## src/rtl/dmem_access_ctrl.sv

```systemverilog
// rtl/dmem_access_ctrl.sv - load/store sequencer between execute stage and DMEM port
// Optional REQ timeout abort is built when DMEM_TIMEOUT_EN is defined.
package dmem_access_ctrl_pkg;
    typedef enum logic [3:0] {
        FUNC_NOP, FUNC_ADD, FUNC_SUB, FUNC_AND, FUNC_OR, FUNC_XOR,
        FUNC_SLL, FUNC_SRL, FUNC_LOAD, FUNC_STORE, FUNC_BRANCH, FUNC_JUMP
    } func_t;
endpackage

module dmem_access_ctrl
    import dmem_access_ctrl_pkg::*;
#(
    parameter int DATA_WIDTH     = 32,
    parameter int TIMEOUT_CYCLES = 16
) (
    input  logic                  clk_i,
    input  logic                  rst_i,
    input  logic                  exec_valid_i,
    input  func_t                 func_i,
    input  logic [DATA_WIDTH-1:0] addr_i,
    input  logic [DATA_WIDTH-1:0] wdata_i,
    output logic                  stall_o,
    output logic [DATA_WIDTH-1:0] rd_data_o,
    output logic                  rd_valid_o,
    output logic                  err_o,
    output logic                  dmem_req_o,
    output logic [DATA_WIDTH-1:0] dmem_addr_o,
    output logic                  dmem_we_o,
    output logic [DATA_WIDTH-1:0] dmem_wdata_o,
    input  logic [DATA_WIDTH-1:0] dmem_rdata_i,
    input  logic                  dmem_ack_i
);
    typedef enum logic [1:0] {S_IDLE, S_REQ, S_DONE} state_t;

    state_t                state_q;
    logic                  req_q;
    logic                  we_q;
    logic [DATA_WIDTH-1:0] addr_q;
    logic [DATA_WIDTH-1:0] wdata_q;
    logic [DATA_WIDTH-1:0] rd_data_q;
    logic                  rd_valid_q;
    logic                  accept;

`ifdef DMEM_TIMEOUT_EN
    localparam int CNT_W = $clog2(TIMEOUT_CYCLES + 1);
    localparam logic [CNT_W-1:0] CNT_LAST = CNT_W'(TIMEOUT_CYCLES - 1);
    logic [CNT_W-1:0] cnt_q;
    logic             err_q;
`else
    logic unused_timeout;
    assign unused_timeout = ^TIMEOUT_CYCLES;
`endif

    assign accept  = (state_q == S_IDLE) && exec_valid_i &&
                     ((func_i == FUNC_LOAD) || (func_i == FUNC_STORE));
    assign stall_o = accept || (state_q == S_REQ);

    always_ff @(posedge clk_i) begin
        if (rst_i) begin
            state_q    <= S_IDLE;
            req_q      <= 1'b0;
            we_q       <= 1'b0;
            addr_q     <= '0;
            wdata_q    <= '0;
            rd_data_q  <= '0;
            rd_valid_q <= 1'b0;
`ifdef DMEM_TIMEOUT_EN
            cnt_q      <= '0;
            err_q      <= 1'b0;
`endif
        end else begin
            rd_valid_q <= 1'b0;
`ifdef DMEM_TIMEOUT_EN
            err_q      <= 1'b0;
`endif
            case (state_q)
                S_IDLE: begin
                    if (accept) begin
                        addr_q  <= addr_i;
                        wdata_q <= wdata_i;
                        we_q    <= (func_i == FUNC_STORE);
                        req_q   <= 1'b1;
                        state_q <= S_REQ;
`ifdef DMEM_TIMEOUT_EN
                        cnt_q   <= '0;
`endif
                    end
                end
                // we_q still distinguishes LOAD from STORE until the access retires
                S_REQ: begin
                    if (dmem_ack_i) begin
                        req_q   <= 1'b0;
                        we_q    <= 1'b0;
                        state_q <= S_DONE;
                        if (!we_q) begin
                            rd_data_q  <= dmem_rdata_i;
                            rd_valid_q <= 1'b1;
                        end
`ifdef DMEM_TIMEOUT_EN
                    end else if (cnt_q == CNT_LAST) begin
                        req_q   <= 1'b0;
                        we_q    <= 1'b0;
                        err_q   <= 1'b1;
                        state_q <= S_DONE;
                        if (!we_q) begin
                            rd_data_q  <= '0;
                            rd_valid_q <= 1'b1;
                        end
                    end else begin
                        cnt_q <= cnt_q + CNT_W'(1);
`endif
                    end
                end
                S_DONE:  state_q <= S_IDLE;
                default: state_q <= S_IDLE;
            endcase
        end
    end

    assign dmem_req_o   = req_q;
    assign dmem_we_o    = we_q;
    assign dmem_addr_o  = addr_q;
    assign dmem_wdata_o = wdata_q;
    assign rd_data_o    = rd_data_q;
    assign rd_valid_o   = rd_valid_q;
`ifdef DMEM_TIMEOUT_EN
    assign err_o = err_q;
`else
    assign err_o = 1'b0;
`endif
endmodule

```

## config.mk

```make
export PLATFORM = sky130hd
export DESIGN_NAME = dmem_access_ctrl
export DESIGN_NICKNAME = d
export VERILOG_FILES = /design/src/rtl/dmem_access_ctrl.sv
export SDC_FILE = /design/constraint.sdc
export NUM_CORES = 1
export LEC_CHECK = 0
export CAP_MARGIN = 0
export CORE_ASPECT_RATIO = 1.5
export CORE_MARGIN = 10
export CORE_UTILIZATION = 42
export DETAILED_ROUTE_END_ITERATION = 7
export PLACE_DENSITY = 0.95
export SYNTH_ARGS = -nofsm -noshare
export SYNTH_HDL_FRONTEND = slang
export SYNTH_SLANG_ARGS = --single-unit
```

## constraint.sdc

```tcl
create_clock -name clk_i -period 4.5 [get_ports clk_i]
set_input_delay 0.9 -clock clk_i [delete_from_list [all_inputs] [get_ports clk_i]]
set_output_delay 0.9 -clock clk_i [all_outputs]
set_load 0.02 [all_outputs]
```

== After elaboration in Yosys (flattened, before gate mapping) ==
Index checks and enable logic that the tools add are counted.

* Register bits: 101
* RAM bits: 0
* Memories: 0
* Word-level logic and storage cells: 35
* Bits in latches: 0
* Output and inout bits: 101
* Input bits: 104
* Memory bits (read-only): 0

* Add/sub/neg operators: 0
* $lt $le $gt $ge: 0
* Div/mod/pow operators: 0
* Shift-type cells: 0
* Mux-type cells: 9
* Reduce and logical (&&, ||, !) cells: 11
* Equality and inequality tests: 5
* Multiply operators: 0
* Bitwise gates (word level): 3

{| class="wikitable"
|+ Operators with widths
! operator !! count
|-
| equality test 4 bit (second input constant) || 2
|-
| AND reduction 3 bit || 2
|-
| 2-to-1 mux 1 bit || 4
|-
| 2-to-1 mux 2 bit || 2
|-
| inequality test 2 bit (second input constant) || 2
|-
| case mux 1 bit (2 select lines) || 2
|-
| case mux 2 bit (2 select lines) || 1
|-
| AND reduction 2 bit || 2
|-
| inverter 1 bit || 3
|-
| OR reduction 3 bit || 1
|-
| equality test 2 x 1 -> 1 bit (second input constant) || 1
|-
| logical AND 1 bit || 2
|-
| logical NOT 2 bit || 1
|-
| logical OR 1 bit || 2
|-
| nonzero test 2 bit || 1
|}

== Depth between registers and ports, before layout ==
Gate-level depths: netlist (run 1).

* Depth after elaboration: 5
* Gate-level depth with buffers: 5
* Depth with buffers taken out: 3

== Least setup slack after synthesis (run 1) ==
No wires, ideal clock.

* Path type: input to output
* Start: input func_i[1]
* End: output stall_o
* Arrival: 1.709 ns
* Path buffers: 1
* Required time: 3.600 ns
* Slack: 1.891 ns
* Stages: 4
* Cells stage by stage: nor4b_2 > buf_2 > nand2_1 > o21ai_0

* Longest elaborated chain between the ends: 4
* Elaborated cells between the ends (all ways): 5
* Those cells by class: 2 x eq/ne; 3 x reduce/logical

{| class="wikitable"
|+ RTL lines
! element !! RTL line !! source
|-
| start, declared || 19 || <nowiki>input func_t func_i,</nowiki>
|-
| equality test 4 bit || 55 || <nowiki>((func_i == FUNC_LOAD) || (func_i == FUNC_STORE));</nowiki>
|-
| logical OR 1 bit (*) || 55 ||
|-
| logical AND 1 bit (*) || 54 || <nowiki>assign accept = (state_q == S_IDLE) && exec_valid_i &&</nowiki>
|-
| logical OR 1 bit (*) || 56 || <nowiki>assign stall_o = accept || (state_q == S_REQ);</nowiki>
|-
| end, declared || 22 || <nowiki>output logic stall_o,</nowiki>
|}

Mark *: on every way between the ends. The rest lies on a longest branch, timed or not.

== Worst setup path after layout (run 1) ==
Same ends and word-level chain as after synthesis.

==> flow_metrics.tcl, run 1 <==
set metrics [dict create \
    peakVddDrop_uv 221 \
    fmax_mhz 298 \
    worstPathBufferInverterCount 2 \
    synth_top_area_share_pct 53.5 \
    p_leak_uw 0.00196 \
    cpMostUsedCell "sky130_fd_sc_hd__clkdlybuf4s50_1" \
    yosysSeqAreaShare_pct 53.5 \
    diodes 0 \
    finalWirelength_um 13400 \
    crit_path_end_kind "primary output" \
    final_core_util_pct 68.1 \
    hold_buf_count_cts 0 \
    power.combinational.fraction_pct 12.2 \
    timing.setup.tns_ns 0 \
    power_frac_seq_pct 49.2 \
    synthesis.yosys.warnings 0 \
    detailedPlacementHpwl_um 9610 \
    swShare_pct 23.9 \
    synth_top_flop_cell "sky130_fd_sc_hd__dfxtp_1" \
    floorplan.initialDensity_pct 42.8 \
    async_reset_ff_share_pct 0 \
    wl_per_cell_um 18.0 \
    powerDensity_nw_per_um2 310 \
    postCtsResizedCells 0 \
    io_buffer_count 203 \
    syn_nets 561 \
    synth_cells 457 \
    clock_latency_ns 0.34 \
    detailedRoute.firstPassIterationCount 6 \
    antenna_left 0 \
    drt-initial-drc-count 235 \
    timing.critical_path.required_ns 3.60 \
    clkPwrFrac_pct 38.6 \
    setup_crit_start_kind "primary input" \
    final-seq-area_um2 2020 \
    crit_path_cell_trace "clkdlybuf4s50_1 > nor4b_4 > nand2_1 > o21ai_0 > clkdlybuf4s50_1" \
    worst-endpoint-arrival_ns 2.46 \
    min_period_ns 3.36 \
    netlist_top_cells_area "sky130_fd_sc_hd__dfxtp_1 53%, sky130_fd_sc_hd__a21oi_1 13%, sky130_fd_sc_hd__nand3_1 8.6%" \
    htreeDepth 3 \
    tightestPinTransition_ns 1.26 \
    rsz0062_at_grt "false" \
    netlist.top_cell.by_area "sky130_fd_sc_hd__dfxtp_1" \
    min_path_type "flop to flop" \
    finalClockSkew_ns 0.00632 \
    die_area_um2 13300 \
    critical-path-slowest-cell "sky130_fd_sc_hd__clkdlybuf4s50_1" \
    syn_avg_cell_area_um2 8.27 \
    numCtsBuffers 9 \
    worst_hold_slack_ns 0.455 \
    area_growth_pct 59.1 \
    fin_area_um2 6010 \
    timing.final.crit_share_pct 74.7 \
    grt_first_pass_wirelength_um 20800 \
    synth-edff-count 0 \
    gr-usage-all-layers_pct 19.0 \
    gpl.final_weighted_congestion 0.762 \
    average_vias_per_placed_instance 5.36 \
    synth_most_common_cell "sky130_fd_sc_hd__dfxtp_1" \
    critical_path.max_fanout 3 \
    path_delay_family "buffers and inverters" \
    layout-drive-gt1-share_pct 4.28 \
    synth_commonest_cells "101 x sky130_fd_sc_hd__dfxtp_1, 99 x sky130_fd_sc_hd__a21oi_1, 66 x sky130_fd_sc_hd__nand2_1" \
    clock_tree_from_tritoncts "built" \
    number_of_fill_cells_in_the_layout 657 \
    p_sw_uw 447 \
    initial_antenna_violation_count 0 \
    number_of_global_route_vias_before_repair 4015 \
    slew-limit-headroom_pct 15.7 \
    floorplan.rows 42 \
    post_dp_cell_area_um2 5740 \
    worst_setup_hold_path_clk_slew_ns 0.07 \
    worst-setup-path-type "primary input to primary output" \
    die_height_um 136 \
    io_pins 205 \
    final-max-slew-violation-count 0 \
    core_box_area_um2 8830 \
    max_cap_violations 0 \
    post_synth_num_cell_types 24 \
    outcome "complete, no violations" \
    clockRootBuffer "sky130_fd_sc_hd__clkbuf_16" \
    globalRoute.totalOverflow 0 \
    grt_max_degree 102 \
    cts_num_sinks 101 \
    postCtsSetupRepairBufs 0 \
    cpPeakStageDelay_ns 0.65 \
    cell_internal_pwr_uw 1420 \
    finalNetCount 730 \
    vias_post_dr 3970 \
    clockBufferDepth 2 \
    regToRegSetupSlack_ns 2.65 \
    finalSetupViolations 0 \
    mappedNetlistArea_um2 3780 \
    hold_violations 0 \
    chipWidth_um 97.5 \
    remaining_drc_errors 0 \
    ys_ff_latch 101 \
    multi_input_area_um2 1520 \
]
## through the flow
step                setup WS (ns)  power [µW]  std cells
floorplan                    1.89        1030        457
global placement             1.14        1160        725
detailed placement           1.14        1170        725
CTS                          1.13        1880        741
global route                 1.01        1930        741
finish                       1.14        1870        741
## path summary, 6_finish.rpt
path,from,cells past startpoint,end
setup / recovery,func_i[1],5,stall_o
hold / removal,rd_data_o[22],2,rd_data_o[22]
setup reg to reg,state_q[1],3,dmem_addr_o[13]
hold reg to reg,rd_data_o[22],2,rd_data_o[22]
## routing by layer
metal  GRT usage [%]  wire (µm)  vias to the layer above
li1                -          -                     1914
met2            32.9       6790                      176
met3            7.88       1270                       31
met4            10.5        495                        0
met1            18.9       4800                     1849
met5               0          0                        -
## power by group through the flow
stage | registers (µW) | clock network, µW | logic (µW)
3_5_place_dp | 938 | 0 | 228
3_3_place_gp | 937 | 0 | 222
5_1_grt | 919 | 766 | 244
6_report | 918 | 721 | 229
2_1_floorplan | 956 | 0 | 77.8
4_1_cts | 918 | 734 | 229
## state kept, by name (all words and copies together), names as in the netlist
name          count
dmem_req_o        1
state_q           2
dmem_wdata_o     32
dmem_addr_o      32
rd_valid_o        1
dmem_we_o         1
rd_data_o        32
## cells in the final DEF (no fill, tap or decap), types with 2 or more instances in the layout
master                            instances
sky130_fd_sc_hd__clkdlybuf4s50_1        202
sky130_fd_sc_hd__dfxtp_1                101
sky130_fd_sc_hd__nor2_1                   2
sky130_fd_sc_hd__clkbuf_16                9
sky130_fd_sc_hd__nand2_1                 66
sky130_fd_sc_hd__buf_4                    4
sky130_fd_sc_hd__o21ai_1                 47
sky130_fd_sc_hd__o21ai_0                 15
sky130_fd_sc_hd__o21ai_2                  3
sky130_fd_sc_hd__a21oi_1                 99
sky130_fd_sc_hd__nand3_1                 65
sky130_fd_sc_hd__clkinv_2                 2
sky130_fd_sc_hd__clkinvlp_4               2
## logic make-up after synthesis
group | count (synthesis) | synth area share, %
other | 1 | 0.0992
DFF | 101 | 53.5
buffers and inverters | 49 | 6.75
and+or+nand+nor | 141 | 17.4
AOI/OAI and AO/OA | 165 | 22.2
## cell type report
type / count / area share, %
tap: 110 / 2.29
sequential: 101 / 33.6
multi-input combinational: 307 / 25.3
inverter: 1 / 0.0624
clock buffer: 11 / 4.04
timing repair buffer: 206 / 34.1
clock inverter: 5 / 0.562
## worst register-to-register path: cells and delay by family (launching register included)
kind	cells	cell delay, ns
DFF	1	0.39
and+or+nand+nor	1	0.89
AOI/OAI and AO/OA	2	0.40
Power figures use the tool's default switching activity.
==> run 2: changes to the inputs <==
Settings changed: CORE_UTILIZATION 42 to 39, PLACE_DENSITY 0.95 to 0.9.
Clock period 4.5 ns to 3.5 ns, I/O delays scaled along.
==> flow_metrics.tcl, run 2 (same netlist as run 1, synthesis figures left out) <==
set metrics [dict create \
    die_height_um 141 \
    fin_area_um2 6050 \
    min_path_type "flop to flop" \
    gr-usage-all-layers_pct 17.9 \
    slew-limit-headroom_pct 31.6 \
    globalRoute.busiestLayer "met2" \
    core_box_area_um2 9580 \
    remaining_drc_errors 0 \
    worst-setup-path-type "primary input to primary output" \
    final_common_cell "sky130_fd_sc_hd__clkdlybuf4s50_1" \
    die_area_um2 14100 \
    cpMostUsedCell "sky130_fd_sc_hd__clkdlybuf4s50_1" \
    clock_latency_ns 0.33 \
    drt-initial-drc-count 150 \
    path_delay_family "buffers and inverters" \
    grt_max_degree 102 \
    worst_setup_hold_path_clk_slew_ns 0.06 \
    timing.setup.tns_ns 0 \
    diodes 0 \
    gpl.final_weighted_congestion 0.758 \
    critical-path-slowest-cell "sky130_fd_sc_hd__clkdlybuf4s50_1" \
    finalClockSkew_ns 0.00523 \
    globalRoute.totalOverflow 0 \
    detailedPlacementHpwl_um 9580 \
    finalSetupViolations 0 \
    post-place-cells 732 \
    worstPathBufferInverterCount 2 \
    clockRootBuffer "sky130_fd_sc_hd__clkbuf_16" \
    final_cell_mix "202 x sky130_fd_sc_hd__clkdlybuf4s50_1, 101 x sky130_fd_sc_hd__dfxtp_1, 99 x sky130_fd_sc_hd__a21oi_1" \
    postCtsSetupRepairBufs 0 \
    crit_path_cell_count 5 \
    crit_start "func_i[1]" \
    vias_post_dr 3947 \
    timing.critical_path.required_ns 2.80 \
    hold_buf_count_cts 0 \
    final-max-slew-violation-count 0 \
    pre_cts_ws_ns 0.427 \
    max_cap_violations 0 \
    groute.layer.met1.usage_pct 18.7 \
    cpPeakStageDelay_ns 0.70 \
    fmax_mhz 322 \
    hold_violations 0 \
    layout-drive-gt1-share_pct 4.42 \
    critical_path.reg2reg.startpoint "state_q[1]" \
    area_growth_pct 60.1 \
    clock_tree_from_tritoncts "built" \
    io_pins 205 \
    tightestPinTransition_ns 1.03 \
    worst-endpoint-arrival_ns 2.40 \
    p_leak_uw 0.00198 \
    setup_crit_start_kind "primary input" \
    min_period_ns 3.10 \
    floorplan.rows 44 \
    finalWirelength_um 13200 \
    average_vias_per_placed_instance 5.28 \
    initial_antenna_violation_count 0 \
    post_layout_cell_count 748 \
    chipWidth_um 100 \
    critical_path.reg2reg.endpoint "dmem_addr_o[10]" \
    cts_num_sinks 101 \
    timing.final.crit_share_pct 88.6 \
    grt.met2_usage_pct 29.3 \
    wl_per_cell_um 17.6 \
    numCtsBuffers 9 \
    peakVddDrop_uv 271 \
    worstRegToRegCells 3 \
    critical_path.max_fanout 3 \
    setup.worst_path.end "stall_o" \
    detailedRoute.firstPassIterationCount 6 \
    rsz0062_at_grt "false" \
    powerDensity_nw_per_um2 405 \
    number_of_global_route_vias_before_repair 4024 \
    floorplan.initialDensity_pct 39.5 \
    crit_path_cell_trace "clkdlybuf4s50_1 > nor4b_4 > nand2_1 > o21ai_0 > clkdlybuf4s50_1" \
    grt_first_pass_wirelength_um 20800 \
    clockBufferDepth 2 \
    antenna_left 0 \
    finalNetCount 732 \
    io_buffer_count 203 \
    regToRegSetupSlack_ns 1.58 \
    timing.final.ws_setup_ns 0.399 \
    post_dp_cell_area_um2 5760 \
    crit_path_end_kind "primary output" \
    postCtsResizedCells 0 \
    outcome "complete, no violations" \
    grtUsageMet3_pct 9.15 \
    htreeDepth 3 \
]
## run 2: cell types whose count changed in the layout (fill, tap and decap cells not counted), sizes merged
cell      change
buf           +2
clkinvlp      -1
bufinv        +1
inv           -1
clkbuf        +1
## run 2: worst min path at each step
stage                  start            end  slack, ns  cells after the start
6_report       rd_data_o[28]  rd_data_o[28]       0.45                      2
5_1_grt        rd_data_o[21]  rd_data_o[21]       0.47                      2
4_1_cts        rd_data_o[12]  rd_data_o[12]       0.46                      2
3_5_place_dp   rd_data_o[28]  rd_data_o[28]       0.45                      2
3_3_place_gp    rd_data_o[5]   rd_data_o[5]       0.44                      2
2_1_floorplan   rd_data_o[0]   rd_data_o[0]       0.53                      2
## run 2: cell type report
cell class / count / area (µm²)
Clock inverter: 4 / 47.5
Timing Repair Buffer: 208 / 2070
Tap cell: 115 / 144
Fill cell: 809 / 3530
Inverter: 1 / 3.75
Sequential cell: 101 / 2020
Clock buffer: 12 / 246
Multi-Input combinational cell: 307 / 1520
## run 2: layer usage
layer,up-vias,wire length (µm)
met5,-,0
li1,1920,-
met3,31,1690
met2,177,6440
met4,0,422
met1,1819,4640
## run 2: worst register-to-register path: stages (launching register included)
cell	delay, ns
sky130_fd_sc_hd__dfxtp_1	0.40
sky130_fd_sc_hd__or4b_4	0.90
sky130_fd_sc_hd__o21ai_0	0.35
sky130_fd_sc_hd__a21oi_1	0.11
## run 2: where the power goes
group	leakage, µW	total, µW	internal, µW	switching [µW]
logic	0.00102	296	156	140
clock network	0.000143	974	572	402
registers	0.000816	1180	1170	10.4
total	0.00198	2450	1900	552
## run 2: per-stage QoR
stage | hold slack (ns) | utilization (%) | total power [µW]
CTS | 0.456 | 63.2 | 2480
finish | 0.452 | 63.2 | 2450
global placement | 0.441 | 60.1 | 1490
global route | 0.468 | 63.2 | 2550
detailed placement | 0.447 | 60.1 | 1500
floorplan | 0.534 | - | 1330
